--- src/rtl/demux1x16_buf.sv ---
// Registered 1-to-16 demultiplexer: one producer word is steered to one of 16
// single-entry lane buffers, each drained by its own valid/ready consumer.
module demux1x16_buf #(
  parameter int unsigned n = 32
) (
  input  logic              clk,
  input  logic              rst_n,
  input  logic [n-1:0]      in_data,
  input  logic [3:0]        in_sel,
  input  logic              in_valid,
  output logic              in_ready,
  output logic [16*n-1:0]   out_data,
  output logic [15:0]       out_valid,
  input  logic [15:0]       out_ready,
  output logic [4:0]        occupancy
);

  function automatic logic [4:0] popcount16(input logic [15:0] v);
    logic [4:0] c;
    c = 5'd0;
    for (int i = 0; i < 16; i++) begin
      c = c + {4'd0, v[i]};
    end
    return c;
  endfunction

  logic [15:0]     valid_q, valid_d;
  logic [16*n-1:0] data_q;
  logic [4:0]      occ_q, occ_d;

  logic [15:0]     free_s;
  logic [15:0]     drain_s;
  logic [15:0]     load_vec_s;
  logic            load_s;
  logic            load_empty_s;
  logic [4:0]      drain_cnt_s;

  // Lane free/drain decode; in_ready deliberately ignores in_valid.
  always_comb begin
    free_s       = ~valid_q | out_ready;
    drain_s      = valid_q & out_ready;
    in_ready     = free_s[in_sel];
    load_s       = in_valid & free_s[in_sel];
    if (load_s) begin
      load_vec_s = 16'h0001 << in_sel;
    end else begin
      load_vec_s = 16'h0000;
    end
    load_empty_s = load_s & ~valid_q[in_sel];
    drain_cnt_s  = popcount16(drain_s & ~load_vec_s);
  end

  // Next-state: a reload at the same edge as a drain keeps the lane valid.
  always_comb begin
    valid_d = (valid_q & ~drain_s) | load_vec_s;
    occ_d   = occ_q + {4'd0, load_empty_s} - drain_cnt_s;
  end

  // Lane valid flags and occupancy counter.
  always_ff @(posedge clk or negedge rst_n) begin
    if (!rst_n) begin
      valid_q <= 16'h0000;
      occ_q   <= 5'd0;
    end else begin
      valid_q <= valid_d;
      occ_q   <= occ_d;
    end
  end

  // Lane data buffers: only the addressed lane loads, others hold.
  always_ff @(posedge clk or negedge rst_n) begin
    if (!rst_n) begin
      data_q <= {(16*n){1'b0}};
    end else begin
      for (int k = 0; k < 16; k++) begin
        if (load_vec_s[k]) begin
          data_q[k*n +: n] <= in_data;
        end
      end
    end
  end

  assign out_valid = valid_q;
  assign out_data  = data_q;
  assign occupancy = occ_q;

  demux1x16_buf_chk u_chk (
    .clk       (clk),
    .rst_n     (rst_n),
    .valid_i   (valid_q),
    .occ_i     (occ_q)
  );

endmodule

// Invariant checker: the occupancy counter always tracks the lane valid popcount.
module demux1x16_buf_chk (
  input logic        clk,
  input logic        rst_n,
  input logic [15:0] valid_i,
  input logic [4:0]  occ_i
);

  // Sampled at every edge outside reset.
  always @(posedge clk) begin
    if (rst_n) begin
      assert (occ_i == 5'($countones(valid_i)));
    end
  end

endmodule

--- config.mk ---
export PLATFORM = sky130hd
export DESIGN_NAME = demux1x16_buf
export DESIGN_NICKNAME = d
export VERILOG_FILES = /design/src/rtl/demux1x16_buf.sv
export SDC_FILE = /design/constraint.sdc
export NUM_CORES = 1
export LEC_CHECK = 0
export CORE_AREA = 2 2 226 228
export CTS_CLUSTER_DIAMETER = 80
export DETAILED_ROUTE_END_ITERATION = 10
export DIE_AREA = 0 0 228 230
export HOLD_SLACK_MARGIN = 0.15
export PLACE_DENSITY = 0.72
export SLEW_MARGIN = 20
export SYNTH_ARGS = -nofsm -noshare
export SYNTH_HDL_FRONTEND = slang
export SYNTH_SLANG_ARGS = --single-unit
export TNS_END_PERCENT = 5
--- constraint.sdc ---
create_clock -name clk -period 10.29 [get_ports clk]
set_input_delay 3.087 -clock clk [delete_from_list [all_inputs] [get_ports clk]]
set_output_delay 3.087 -clock clk [all_outputs]
set_load 0.01 [all_outputs]
==> metrics.cfg <==
[run_status]
status=complete, no violations

[power_and_ir_drop]
clockPowerShare_pct=27.2
pwr-share-comb_pct=31.2
switchingPower_mw=1.951
p_leak_nw=12.58
seqPwrFrac_pct=41.5
switching_share_pct=28.43
power_density_nw_per_um2=235.2
ir_worst_vdd_mv=0.1630
power_report.internal_total_mw=4.914

[cts]
clkLatencyLatePin_ns=0.59
clock-sinks=533
h-tree-depth=2
cts_made_buffers=54
cts-root-buf=clkbuf_16
postCtsSetupBuffers=0
ctsHoldBuffers=0
ctsResizeCount=0
cts_tree=yes
path_clk_slew_ns=0.05
ctsLongestPathBuffers=3

[global_routing]
grt_antenna_before_repair=4
grt_pass1_vias=14410
grt_max_degree=168
grt_pass1_wl_um=96920
grt_usage_pct=24.77
overflow=0

[cells_and_area]
drive_above_1_share_pct=29.72
post-route-util_pct=58.52
final_common_cell=clkdlybuf4s50_1
post_layout_nonfiller_instances=2593
nFillCells=3984
layout.nets=1966
layout_common_cells=clkdlybuf4s50_1, dfrtp_1, mux2_2, mux2_1, clkbuf_16
area_delta_synth_final_pct=38.63
final_area_um2=29180

[synthesis]
synth_top_cell_area_share_pct=63.36
syn_nets=1391
async_flop_share_pct=100.0
synth_seq_area_share_pct=63.36
ys_top_cells_by_area=dfrtp_1, mux2_2, mux2_1
yosys_register_bits=533
yosysWarnings=0
synth_flop_cell=dfrtp_1
synthCells=1307
synthDistinctLibCells=51
synth_top_area_cell=dfrtp_1
syn_avg_cell_area_um2=16.11
synth_edf_count=0
syn-cell-area_um2=21050

[hold_path]
worstHoldPathType=reg2reg
whs_path_depth=1
holdPathEnd=out_data[148]$_DFFE_PN0P_
hp-start=out_data[148]$_DFFE_PN0P_

[timing]
grt_setup_unrepaired=no
fin_skew_ns=0.01512
min_period_ns=9.103
finalHoldViolCount=0
fmax_mhz=109.8
slew_violations=0
period_share_pct=88.47
fin_hold_ws_ns=0.4818
worst_pin_slew_ns=1.020
slew_headroom_pct=31.82
tns_ns=0
setup_viol=0

[critical_path]
crit_slowest_cell=clkdlybuf4s50_1
critPathMaxFanout=23
max_stage_delay_ns=0.93
cpMostUsedCell=clkdlybuf4s50_1
worstPathCellList=clkdlybuf4s50_1 -> or3b_2 -> a21oi_1 -> a211oi_1 -> o32a_1 -> clkdlybuf4s50_1
worstPathArrival_ns=6.02
reg2reg_slack_ns=5.08
critPathKind=in2out
r2r_start=out_valid[0]$_DFF_PN0_
critPathLaunchType=input pin
critPathRequiredTime_ns=7.20
endpoint_kind=output port
timing.rr.end=occupancy[4]$_DFF_PN0_
rr_worst_depth=17

[floorplan]
core_area_um2=49860
initial_core_util_pct=42.22
row_count=82
die_area_um2=52440
die_w_um=228
ioPinCount=589
die_y_um=230

[route]
vias_per_cell=5.197
totalWireLength_um=65420
via_count=13480
drt-wirelength-per-cell_um=25.23
firstDrtPassIters=5
drc=0
ant_nets=0
dr.first_iter.drc_count=690

[placed_design]
placed_cells=2498
dp_hpwl_um=44510
place_area_um2=27510
port_buffers=588
globalplace.congestion=0.8708

[run]
maxCapViolations=0

-- per-stage QoR --
| step | worst slack, ns | total power, mW |
|---|---|---|
| after floorplan | 2.423 | 3.685 |
| after global placement | 1.275 | 4.988 |
| after detailed placement | 1.174 | 5.043 |
| after CTS | 1.201 | 6.941 |
| after global routing | 0.9713 | 7.182 |
| final | 1.187 | 6.865 |
-- area by class of cell --
class	instances	area (um^2)	share of cell area (%)
diodes	3	7.507	0.02573
clock buffers	83	1582	5.420
clock inverters	9	80.08	0.2744
inverters	27	101.3	0.3473
multi-input cells	657	7159	24.53
flip-flops and latches	533	13340	45.71
well taps	672	840.8	2.881
repair buffers	609	6073	20.81
-- how the worst max path moves through the flow --
stage               startpoint                      to  cells past startpoint
global placement     in_sel[0]                in_ready                      6
CTS                  in_sel[0]                in_ready                      6
global route         in_sel[0]                in_ready                      6
finish               in_sel[0]                in_ready                      6
detailed placement   in_sel[0]  occupancy[4]$_DFF_PN0_                     17
floorplan            in_sel[1]  occupancy[4]$_DFF_PN0_                     18
-- power by group through the flow --
stage | logic (mW) | registers, mW | clock network [mW]
CTS | 2.17 | 2.85 | 1.91
finish | 2.14 | 2.85 | 1.87
detailed placement | 2.16 | 2.88 | 0
global placement | 2.13 | 2.85 | 0
floorplan | 0.595 | 3.09 | 0
global route | 2.28 | 2.91 | 1.99
-- per-layer routing --
layer | vias up | global-route usage (%) | routed length (um)
met4 | 0 | 10.85 | 2700
met3 | 137 | 7.254 | 4904
li1 | 5704 | - | -
met1 | 7145 | 30.75 | 26480
met2 | 491 | 40.41 | 31340
met5 | - | 0 | 0
-- synth_stat cells (9+ instances only) --
cell / instances
dfrtp_1: 533
fa_1: 14
nand2b_1: 10
mux2_1: 67
inv_1: 26
clkbuf_1: 33
mux2_2: 445
buf_2: 33
buf_4: 14
ha_1: 15
nand2_1: 17
o21ai_0: 9
buf_6: 9
nor2_1: 12
-- cells by family (layout without fill, tap and decap cells) --
family,Yosys count,after routing,synth area share [%]
other,0,3,0
AO/OA/AOI/OAI,24,24,0.7489
multiplexers,519,519,27.96
adder cells (fa/ha/maj),29,29,2.223
AND/OR/NAND/NOR,79,79,2.603
XOR/XNOR,6,6,0.2496
buffers and inverters,117,728,2.853
flip-flops,533,533,63.36
-- sequential cells by signal (all words and copies together) (netlist names) --
register   cells
occupancy      5
out_data     512
out_valid     16
-- critical path: cells and delay by family --
family	cells	cell delay, ns
AO/OA/AOI/OAI	3	0.78
buffers and inverters	2	1.46
AND/OR/NAND/NOR	1	0.68
No activity file was read; power rests on OpenSTA's default activity.
